===== config.mk =====
export PLATFORM = sky130hd
export DESIGN_NAME = blowfish_round_ctrl
export DESIGN_NICKNAME = d
export VERILOG_FILES = /design/src/rtl/blowfish_pkg.sv /design/src/rtl/bf_pidx_gen.sv /design/src/rtl/blowfish_round_ctrl.sv
export SDC_FILE = /design/constraint.sdc
export NUM_CORES = 1
export LEC_CHECK = 0
export ABC_AREA = 0
export BUFFER_PORTS_ARGS = -buffer_cell sky130_fd_sc_hd__buf_4
export CAP_MARGIN = 20
export CORE_UTILIZATION = 40
export DETAILED_ROUTE_END_ITERATION = 6
export PLACE_DENSITY = 0.67
export SYNTH_ARGS = -nofsm -noshare
export SYNTH_HDL_FRONTEND = slang
export SYNTH_HIERARCHICAL = 1
export SYNTH_SLANG_ARGS = --single-unit

===== constraint.sdc =====
create_clock -name clk -period 2.36 [get_ports clk]
set_input_delay 0.354 -clock clk [delete_from_list [all_inputs] [get_ports clk]]
set_output_delay 0.354 -clock clk [all_outputs]
set_load 0.005 [all_outputs]

===== src/rtl/blowfish_pkg.sv =====
// rtl/blowfish_pkg.sv - shared state encoding and round constants for the Blowfish round controller
package blowfish_pkg;

  typedef enum logic [2:0] {
    ST_IDLE  = 3'd0,
    ST_LOAD  = 3'd1,
    ST_ROUND = 3'd2,
    ST_FINAL = 3'd3,
    ST_WRITE = 3'd4,
    ST_DONE  = 3'd5
  } bf_state_e;

  localparam int BF_ROUNDS = 16;
  localparam int BF_P_LAST = 17;
  localparam int BF_BLOCKS = 2;
  localparam int BF_RND_W  = 4;
  localparam int BF_PIDX_W = 5;

endpackage


===== src/rtl/bf_pidx_gen.sv =====
// rtl/bf_pidx_gen.sv - Feistel round counter and P-array index mapping
module bf_pidx_gen
  import blowfish_pkg::*;
(
  input  logic                 clk,
  input  logic                 rst,
  input  logic                 mode_q,
  input  logic                 clear,
  input  logic                 step,
  input  logic                 final_en,
  output logic [BF_RND_W-1:0]  rnd,
  output logic [BF_PIDX_W-1:0] p_idx,
  output logic                 last
);

  logic [BF_RND_W-1:0] rnd_q;

  always_ff @(posedge clk or negedge rst) begin
    if (!rst) begin
      rnd_q <= '0;
    end else if (clear) begin
      rnd_q <= '0;
    end else if (step) begin
      rnd_q <= rnd_q + 1'b1;
    end
  end

  assign rnd  = rnd_q;
  assign last = (rnd_q == BF_RND_W'(BF_ROUNDS - 1));

  // Decrypt walks the P-array backwards, and whitens with P1/P0 instead of P16/P17.
  always_comb begin
    p_idx = '0;
    if (final_en) begin
      p_idx = mode_q ? BF_PIDX_W'(1) : BF_PIDX_W'(BF_ROUNDS);
    end else if (step) begin
      p_idx = mode_q ? (BF_PIDX_W'(BF_P_LAST) - {1'b0, rnd_q}) : {1'b0, rnd_q};
    end
  end

endmodule


===== src/rtl/blowfish_round_ctrl.sv =====
// rtl/blowfish_round_ctrl.sv - sequences two 64-bit Blowfish blocks through load, 16 rounds, whitening and write-back
module blowfish_round_ctrl
  import blowfish_pkg::*;
(
  input  logic                 clk,
  input  logic                 rst,
  input  logic                 start,
  input  logic                 mode,
  input  logic                 key_valid,
  input  logic                 abort,
  output logic                 busy,
  output logic                 done,
  output logic                 blk_sel,
  output logic                 load,
  output logic                 round_en,
  output logic [BF_PIDX_W-1:0] p_idx,
  output logic                 final_en,
  output logic                 out_wr,
  output logic                 mode_q
);

  bf_state_e           state_q, state_d;
  logic                blk_sel_q, blk_sel_d;
  logic                mode_d;
  logic                st_round, st_final, cnt_clear, cnt_last;
  logic [BF_RND_W-1:0] rnd;

  always_ff @(posedge clk or negedge rst) begin
    if (!rst) begin
      state_q   <= ST_IDLE;
      blk_sel_q <= 1'b0;
      mode_q    <= 1'b0;
    end else begin
      state_q   <= state_d;
      blk_sel_q <= blk_sel_d;
      mode_q    <= mode_d;
    end
  end

  // Abort overrides every transition; blk_sel returns to the upper half whenever we drop to IDLE.
  always_comb begin
    state_d   = state_q;
    blk_sel_d = blk_sel_q;
    mode_d    = mode_q;
    if (abort) begin
      state_d   = ST_IDLE;
      blk_sel_d = 1'b0;
    end else begin
      case (state_q)
        ST_IDLE: begin
          if (start && key_valid) begin
            state_d   = ST_LOAD;
            mode_d    = mode;
            blk_sel_d = 1'b0;
          end
        end
        ST_LOAD:  state_d = ST_ROUND;
        ST_ROUND: if (cnt_last) state_d = ST_FINAL;
        ST_FINAL: state_d = ST_WRITE;
        ST_WRITE: begin
          if (blk_sel_q == 1'(BF_BLOCKS - 1)) begin
            state_d = ST_DONE;
          end else begin
            state_d   = ST_LOAD;
            blk_sel_d = blk_sel_q + 1'b1;
          end
        end
        ST_DONE: begin
          state_d   = ST_IDLE;
          blk_sel_d = 1'b0;
        end
        default: begin
          state_d   = ST_IDLE;
          blk_sel_d = 1'b0;
        end
      endcase
    end
  end

  always_comb begin
    busy     = (state_q != ST_IDLE);
    load     = (state_q == ST_LOAD);
    round_en = (state_q == ST_ROUND);
    final_en = (state_q == ST_FINAL);
    out_wr   = (state_q == ST_WRITE);
    done     = (state_q == ST_DONE);
    blk_sel  = blk_sel_q;
  end

  assign st_round  = (state_q == ST_ROUND);
  assign st_final  = (state_q == ST_FINAL);
  assign cnt_clear = (state_q == ST_IDLE) || (state_q == ST_LOAD);

  bf_pidx_gen u_pidx (
    .clk      (clk),
    .rst      (rst),
    .mode_q   (mode_q),
    .clear    (cnt_clear),
    .step     (st_round),
    .final_en (st_final),
    .rnd      (rnd),
    .p_idx    (p_idx),
    .last     (cnt_last)
  );

  a_last_matches_rnd: assert property (@(posedge clk) disable iff (!rst)
    cnt_last == (rnd == BF_RND_W'(BF_ROUNDS - 1)));

endmodule


# --- After elaboration in Yosys (flattened, before gate mapping) ---
# Cells that the tools add are included.
op_classes:
  addsub: 3
  eq_ne: 9
  n_mux: 15
  bitwise: 1
  n_reduce_logical: 9
op_table:
  columns: ["cell", "n"]
  rows:
  - ["5-bit 2-to-1 mux", 4]
  - ["3-bit case mux with 5 select lines", 1]
  - ["3-bit 2-to-1 mux", 4]
  - ["4-bit 2-to-1 mux", 2]
  - ["3-bit by 2-bit equality test with 1-bit output, second input constant", 2]
  - ["3-bit equality test, second input constant", 2]
  - ["5-bit by 4-bit subtractor with 5-bit output, first input constant", 1]
  - ["4-bit by 1-bit adder with 4-bit output, second input constant", 1]
  - ["4-bit equality test, second input constant", 1]
  - ["2-bit AND reduction", 2]
  - ["3-bit by 1-bit equality test with 1-bit output, second input constant", 1]
  - ["3-bit logical NOT", 1]
  - ["1-bit 2-to-1 mux", 3]
  - ["3-bit by 2-bit inequality test with 1-bit output, second input constant", 1]
  - ["3-bit inequality test, second input constant", 1]
  - ["1-bit case mux with 3 select lines", 1]
  - ["3-bit AND reduction", 1]
  - ["3-bit nonzero test", 1]
  - ["3-bit OR reduction", 1]
  - ["2-bit by 1-bit inequality test with 1-bit output, second input constant", 1]
  - ["2-bit nonzero test", 1]
  - ["1-bit adder, second input constant", 1]
  - ["1-bit logical AND", 1]
  - ["1-bit logical OR", 1]
  - ["1-bit NOT", 1]
word_totals:
  register_bits: 9
  input_bits: 6
  word_cells: 41

# --- Logic depth before layout (Yosys ltp) ---
# Gate-level depths: netlist (run 1).
depth:
  depth_word: 4
  mapped_depth: 6
  depth_no_buf: 5

# --- Hierarchy ---
# Netlist (run 1), hierarchy kept.
by_module_without_submodules:
  columns: ["module", "n_inst", "cells_per_inst", "area_per_inst_um2"]
  rows:
  - ["bf_pidx_gen", 1, 33, 306.5]
  - ["blowfish_round_ctrl", 1, 29, 295.3]

# --- Least setup slack after synthesis (run 1) ---
# OpenSTA, ideal clock, no wires.
synth_path:
  path_type: "register to output"
  start: "reg state_q[2]"
  end: "out p_idx[4]"
  arrival_time_ns: 1.593
  path_slack_ns: 0.413
  stages_incl_launch_ff: 6
  path_buffers: 1
  path_cell_list: "dfrtp_1 buf_2 nor2b_1 nor2b_1 nand2b_1 o41ai_2"
synth_via:
  elab_chain_cells: 3
synth_rtl:
  columns: ["item", "line_no", "source"]
  rows:
  - ["start, declared", "blowfish_round_ctrl.sv:22", "bf_state_e state_q, state_d;"]
  - ["start signal, assigned", "blowfish_round_ctrl.sv:34", "state_q <= state_d;"]
  - ["3-bit by 2-bit equality test with 1-bit output", null, null]
  - ["net round_en", "blowfish_round_ctrl.sv:15", "output logic round_en,"]
  - ["5-bit 2-to-1 mux", "bf_pidx_gen.sv:36", "end else if (step) begin"]
  - ["5-bit 2-to-1 mux", "bf_pidx_gen.sv:34", "if (final_en) begin"]
  - ["end, declared", "blowfish_round_ctrl.sv:16", "output logic [BF_PIDX_W-1:0] p_idx,"]
# The timed path passes the listed nets, and every way through them passes these cells.

# --- Final worst setup path (run 1) ---
layout_path:
  start: "reg state_q[1]"
  end: "out p_idx[0]"
layout_via:
  elab_chain_cells: 3
layout_rtl:
  columns: ["item", "line_no", "source"]
  rows:
  - ["3-bit by 2-bit equality test with 1-bit output", "blowfish_round_ctrl.sv:90", "assign st_round = (state_q == ST_ROUND);"]
  - ["5-bit 2-to-1 mux", "bf_pidx_gen.sv:36", null]
  - ["5-bit 2-to-1 mux *", "bf_pidx_gen.sv:34", null]
# Every way passes the cells marked *; elsewhere a longest branch is shown, timed or not.

==> results of run 1 <==
## worst max-delay path by stage
| stage | end | slack [ns] | cells past startpoint |
|---|---|---|---|
| after floorplan | p_idx[4] | 0.41 | 5 |
| after global placement | p_idx[0] | 0.47 | 6 |
| after detailed placement | p_idx[0] | 0.42 | 6 |
| after CTS | p_idx[0] | 0.14 | 6 |
| after global routing | p_idx[0] | 0.0003 | 6 |
| final | p_idx[0] | 0.14 | 6 |
## repair_timing
action | CTS | global route
hold buffers | 1 | 0
resized for setup | 0 | 0
endpoints found under the hold margin | 9 | 0
## power breakdown
part,switching [mW],internal (mW),total (mW)
Combinational,0.0251,0.0399,0.0650
Sequential,0.0159,0.160,0.176
Clock,0.0574,0.0652,0.123
Total,0.0984,0.266,0.364
## cells in the final DEF, fill, tap and decap left out, types with 2 or more instances in the layout
cell and instances:
xnor2_1 4, ha_1 3, buf_4 19, inv_1 3, nand2b_1 3, nor2b_1 3, mux2i_1 2, nor2_1 11
dfrtp_1 9, nor3_1 2, nor3b_1 2, clkbuf_4 3
## cell families (layout without fill, tap and decap cells)
| kind of cell | after synthesis | after routing | synth area share [%] |
|---|---|---|---|
| AO/OA/AOI/OAI | 6 | 6 | 8.73 |
| AND/OR/NAND/NOR | 29 | 29 | 27.4 |
| buffers and inverters | 6 | 27 | 5.82 |
| XOR/XNOR | 5 | 5 | 7.28 |
| multiplexers | 4 | 4 | 7.07 |
| adder cells (fa/ha/maj) | 3 | 3 | 6.24 |
| flip-flops | 9 | 9 | 37.4 |
## metal layers
layer  routed length [microns]  track usage, %  vias up  part of all wire (%)
met5                         0               0        -                     0
met4                        10            7.50        0                  0.83
met3                        44            4.89        2                   3.6
met2                       523            24.6       11                    43
met1                       628            23.3      231                    52
li1                          -               -      255                     -
## layout make-up
| cell class | count | area (sq um) | area share [%] |
|---|---|---|---|
| timing repair buffer | 20 | 153 | 19.7 |
| multi-input combinational | 47 | 342 | 44.0 |
| tap | 15 | 18.8 | 2.42 |
| inverter | 3 | 11.3 | 1.45 |
| sequential | 9 | 225 | 29.0 |
| clock buffer | 4 | 26.3 | 3.39 |
## registers in the layout (all words and copies together), names as in the netlist
signal      flops
blk_sel         1
mode_q          1
state_q         3
u_pidx/rnd      4
==> results_dict.tcl, run 1 <==
set metrics [dict create \
    status "completed" \
    crit_start "state_q[1]" \
    n_fill_cell 142 \
    timing.rr.end "u_pidx/rnd[3]" \
    syn2layout_area_growth_pct 28.9 \
    yosysUniqueCellTypes 30 \
    cpPeakStageDelay_ns 0.49 \
    yosys-top-cells-count "nor2_1 (11), dfrtp_1 (9), xnor2_1 (4)" \
    cp.arrival_ns 1.87 \
    worst-path-buf-inv 1 \
    final_area_sq_um 776 \
    cp_top_family "simple AND/OR/NAND/NOR gates" \
    final_util_pct 57.5 \
    wl_per_cell_microns 12.3 \
    clk_pin_slew_worst_paths_ns 0.07 \
    antenna_found_initial 0 \
    rsz0062_at_grt "no" \
    yosys_warnings 6 \
    holdWs_ns 0.291 \
    synth_top_cells_by_area "dfrtp_1 (37%), nor2_1 (6.9%), ha_1 (6.2%)" \
    worst_slew_pin_slew_ns 0.291 \
    r2r_slack_ns 0.81 \
    die_y_microns 40.8 \
    routabilityCongestion 0.718 \
    place_inst 93 \
    syn_nets 71 \
    drcViolationCount 0 \
    cts.htree.levels 1 \
    grt_pass1_vias 424 \
    drv_cap 0 \
    viasPerCell 5.09 \
    place_ws_ns 0.417 \
    dieArea_sq_mm 0.00166 \
    cts_buffer_depth 2 \
    slowest_stage "dfrtp_1" \
    finalHoldViolations 0 \
    worstPathRequired_ns 2.01 \
    clock-sinks 9 \
    min_period_ns 2.22 \
    p_leak_nw 0.370 \
    num_vias 499 \
    vdd.ir_drop.worst_mv 0.311 \
    finalCritPeriodShare_pct 94.1 \
    dr.pass1.iters 1 \
    finalNonFillerCells 98 \
    yosysTopAreaCell "dfrtp_1" \
    finalWorstSetupSlack_ns 0.140 \
    r2r_start "state_q[1]" \
    portBuffers 18 \
    final.setup.tns_ns 0 \
    initial_core_util_pct 44.6 \
    holdCritPathClass "in -> reg" \
    final_nets 93 \
    critPathMaxFanout 9 \
    drt_first_iter_violations 0 \
    die_width_microns 40.8 \
    rows 13 \
    synthCells 62 \
    syn_area_sq_um 602 \
    synth_edf_count 0 \
    insertion_delay_ns 0.26 \
    setup.worst_path.start_class "flop" \
    grt_pass1_wl_microns 1810 \
    core_sq_mm 0.00135 \
    seq_area_frac_synth_pct 37.4 \
    io_pins 19 \
    yosysMostFrequentCell "nor2_1" \
    synth_top_area_share_pct 37.4 \
    antennaDiodeCount 0 \
    fin_skew_ns 0.00592 \
    drv_slew 0 \
    grt-ovfl-total 0 \
    synth-main-ff-cell "dfrtp_1" \
    setup_viol 0 \
    syn_area_per_cell_sq_um 9.71 \
    slew_headroom_pct 80.6 \
    drive_above_1_share_pct 31.3 \
    cts_tree "built" \
    wirelength_microns 1210 \
    p_total_mw 0.364 \
    ys_ff_latch 9 \
    numCtsBuffers 3 \
    critical_path.cell_chain "nor2b_1 -> and2_1 -> nor2_1 -> mux2_2 -> a22o_1 -> buf_4" \
    antenna_left 0 \
    cts_setup_buffers 0 \
    whs_path_depth 2 \
    async_flop_share_pct 100 \
    fmax_ghz 0.450 \
    critical_path_class "reg -> out" \
    dp_hpwl_microns 948 \
    rr_worst_depth 6 \
    endpoint_kind "output port" \
    root_buffer "clkbuf_4" \
    pwr_density_cell_mw_per_mm2 469 \
    place_area_sq_um 739 \
    hold_end "state_q[2]" \
    grt_use_total_pct 17.1 \
    grt_max_degree 11 \
    hp-start "abort" \
]
(Power assumes the default switching activity.)
==> inputs of run 2 (changes only) <==
- CORE_AREA: default -> 2 2 39 41
- CORE_UTILIZATION: 40 -> default
- DIE_AREA: default -> 0 0 41 43
- PLACE_DENSITY: 0.67 -> 0.72
- clock period: 2.36 -> 2.7 ns (I/O delays scaled with it)
==> results_dict.tcl, run 2 (same netlist as run 1, synthesis figures left out) <==
set metrics [dict create \
    slew_headroom_pct 79.8 \
    largest_reg_flops 4 \
    cts_resized 0 \
    cts_buffer_depth 2 \
    drt_first_iter_violations 3 \
    cp.arrival_ns 1.94 \
    root_buffer "clkbuf_4" \
    cts.htree.levels 1 \
    regArea_sq_um 225 \
    routabilityCongestion 0.819 \
    final.setup.tns_ns 0 \
    p_total_mw 0.314 \
    clk_pin_slew_worst_paths_ns 0.07 \
    dieArea_sq_mm 0.00176 \
    critPathMaxFanout 9 \
    final_util_pct 56.1 \
    antenna_left 0 \
    antennaDiodeCount 0 \
    grt_use_total_pct 16.3 \
    vdd.ir_drop.worst_mv 0.230 \
    p_leak_nw 0.370 \
    worstPathRequired_ns 2.30 \
    fin_skew_ns 0.0127 \
    grt_max_degree 11 \
    n_fill_cell 136 \
    rows 14 \
    dr.pass1.iters 4 \
    core_sq_mm 0.00138 \
    viasPerCell 4.99 \
    portBuffers 18 \
    dp_hpwl_microns 929 \
    grt_pass1_wl_microns 1900 \
    die_y_microns 43 \
    critical_path_class "reg -> out" \
    clock-sinks 9 \
    cts_tree "built" \
    insertion_delay_ns 0.26 \
    pwr_density_cell_mw_per_mm2 404 \
    drcViolationCount 0 \
    grt-ovfl-total 0 \
    final_common_cell "buf_4" \
    final_nets 93 \
    multiInputGateArea_sq_um 342 \
    setup_viol 0 \
    endpoint_kind "output port" \
    die_width_microns 41 \
    min_period_ns 2.35 \
    mostFrequentLayoutCells "buf_4 (19), nor2_1 (11), dfrtp_1 (9)" \
    fmax_ghz 0.426 \
    io_pins 19 \
    grt_pass1_vias 453 \
    setup.worst_path.start_class "flop" \
    status "completed" \
    drv_cap 0 \
    drive_above_1_share_pct 31.3 \
    numCtsBuffers 3 \
    holdCritPathClass "in -> reg" \
    num_vias 494 \
    wirelength_microns 1160 \
    rsz0062_at_grt "no" \
    drv_slew 0 \
    finalHoldViolations 0 \
    finalCritPeriodShare_pct 87.0 \
    antenna_found_initial 0 \
    wl_per_cell_microns 11.7 \
    worst_slew_pin_slew_ns 0.303 \
    initial_core_util_pct 43.5 \
    syn2layout_area_growth_pct 29.1 \
]
-- run 2: cell counts in the layout (fill, tap and decap cells not counted) --
No cell type changed its count.
-- run 2: per-stage QoR --
stage               cell area (sq um)  instances  hold slack, ns  worst slack, ns
floorplan                         602         62           0.109            0.702
global placement                  741         94           0.236            0.711
detailed placement                741         94           0.237            0.619
CTS                               777         99           0.336            0.344
global route                      777         99           0.338            0.204
finish                            777         99           0.340            0.352
-- run 2: where the power goes --
part / internal, mW / switching [mW]
clock: 0.0568 / 0.0462
sequential: 0.140 / 0.0131
combinational: 0.0349 / 0.0228
total: 0.232 / 0.0821
-- run 2: final cells by class --
cell class	instances	share of cell area, %
tap	16	2.58
multi-input combinational	47	44.0
timing repair buffer	20	19.6
clock buffer	4	3.38
sequential	9	29.0
inverter	3	1.45
-- run 2: worst max-delay path, stage by stage, from the launching register on --
cell	delay, ns
dfrtp_1	0.49
nor2b_1	0.27
nor2b_1	0.16
buf_4	0.16
nand2b_1	0.12
o41ai_2	0.33
buf_4	0.17
-- run 2: path summary, 6_finish.rpt --
| check | start | slack [ns] | cells after the start | endpoint |
|---|---|---|---|---|
| min in group asynchronous | rst | 0.50 | 2 | state_q[0] |
| max | state_q[1] | 0.35 | 6 | p_idx[4] |
| max in group asynchronous | rst | 2.05 | 2 | u_pidx/rnd[2] |
| max reg2reg | state_q[1] | 1.20 | 6 | u_pidx/rnd[3] |
| min | abort | 0.34 | 2 | state_q[2] |
| min reg2reg | blk_sel | 0.59 | 2 | blk_sel |
-- run 2: layer usage --
metal	vias to the layer above	part of all wire (%)	global-route usage, %
li1	252	-	-
met1	226	45	21.1
met2	14	49	24.7
met3	2	5.2	4.71
met4	0	0.86	6.00
met5	-	0	0
-- run 2: what timing repair did --
item	CTS	global route
endpoints found under the hold margin	9	0
setup buffers	0	0
hold buffers	1	0
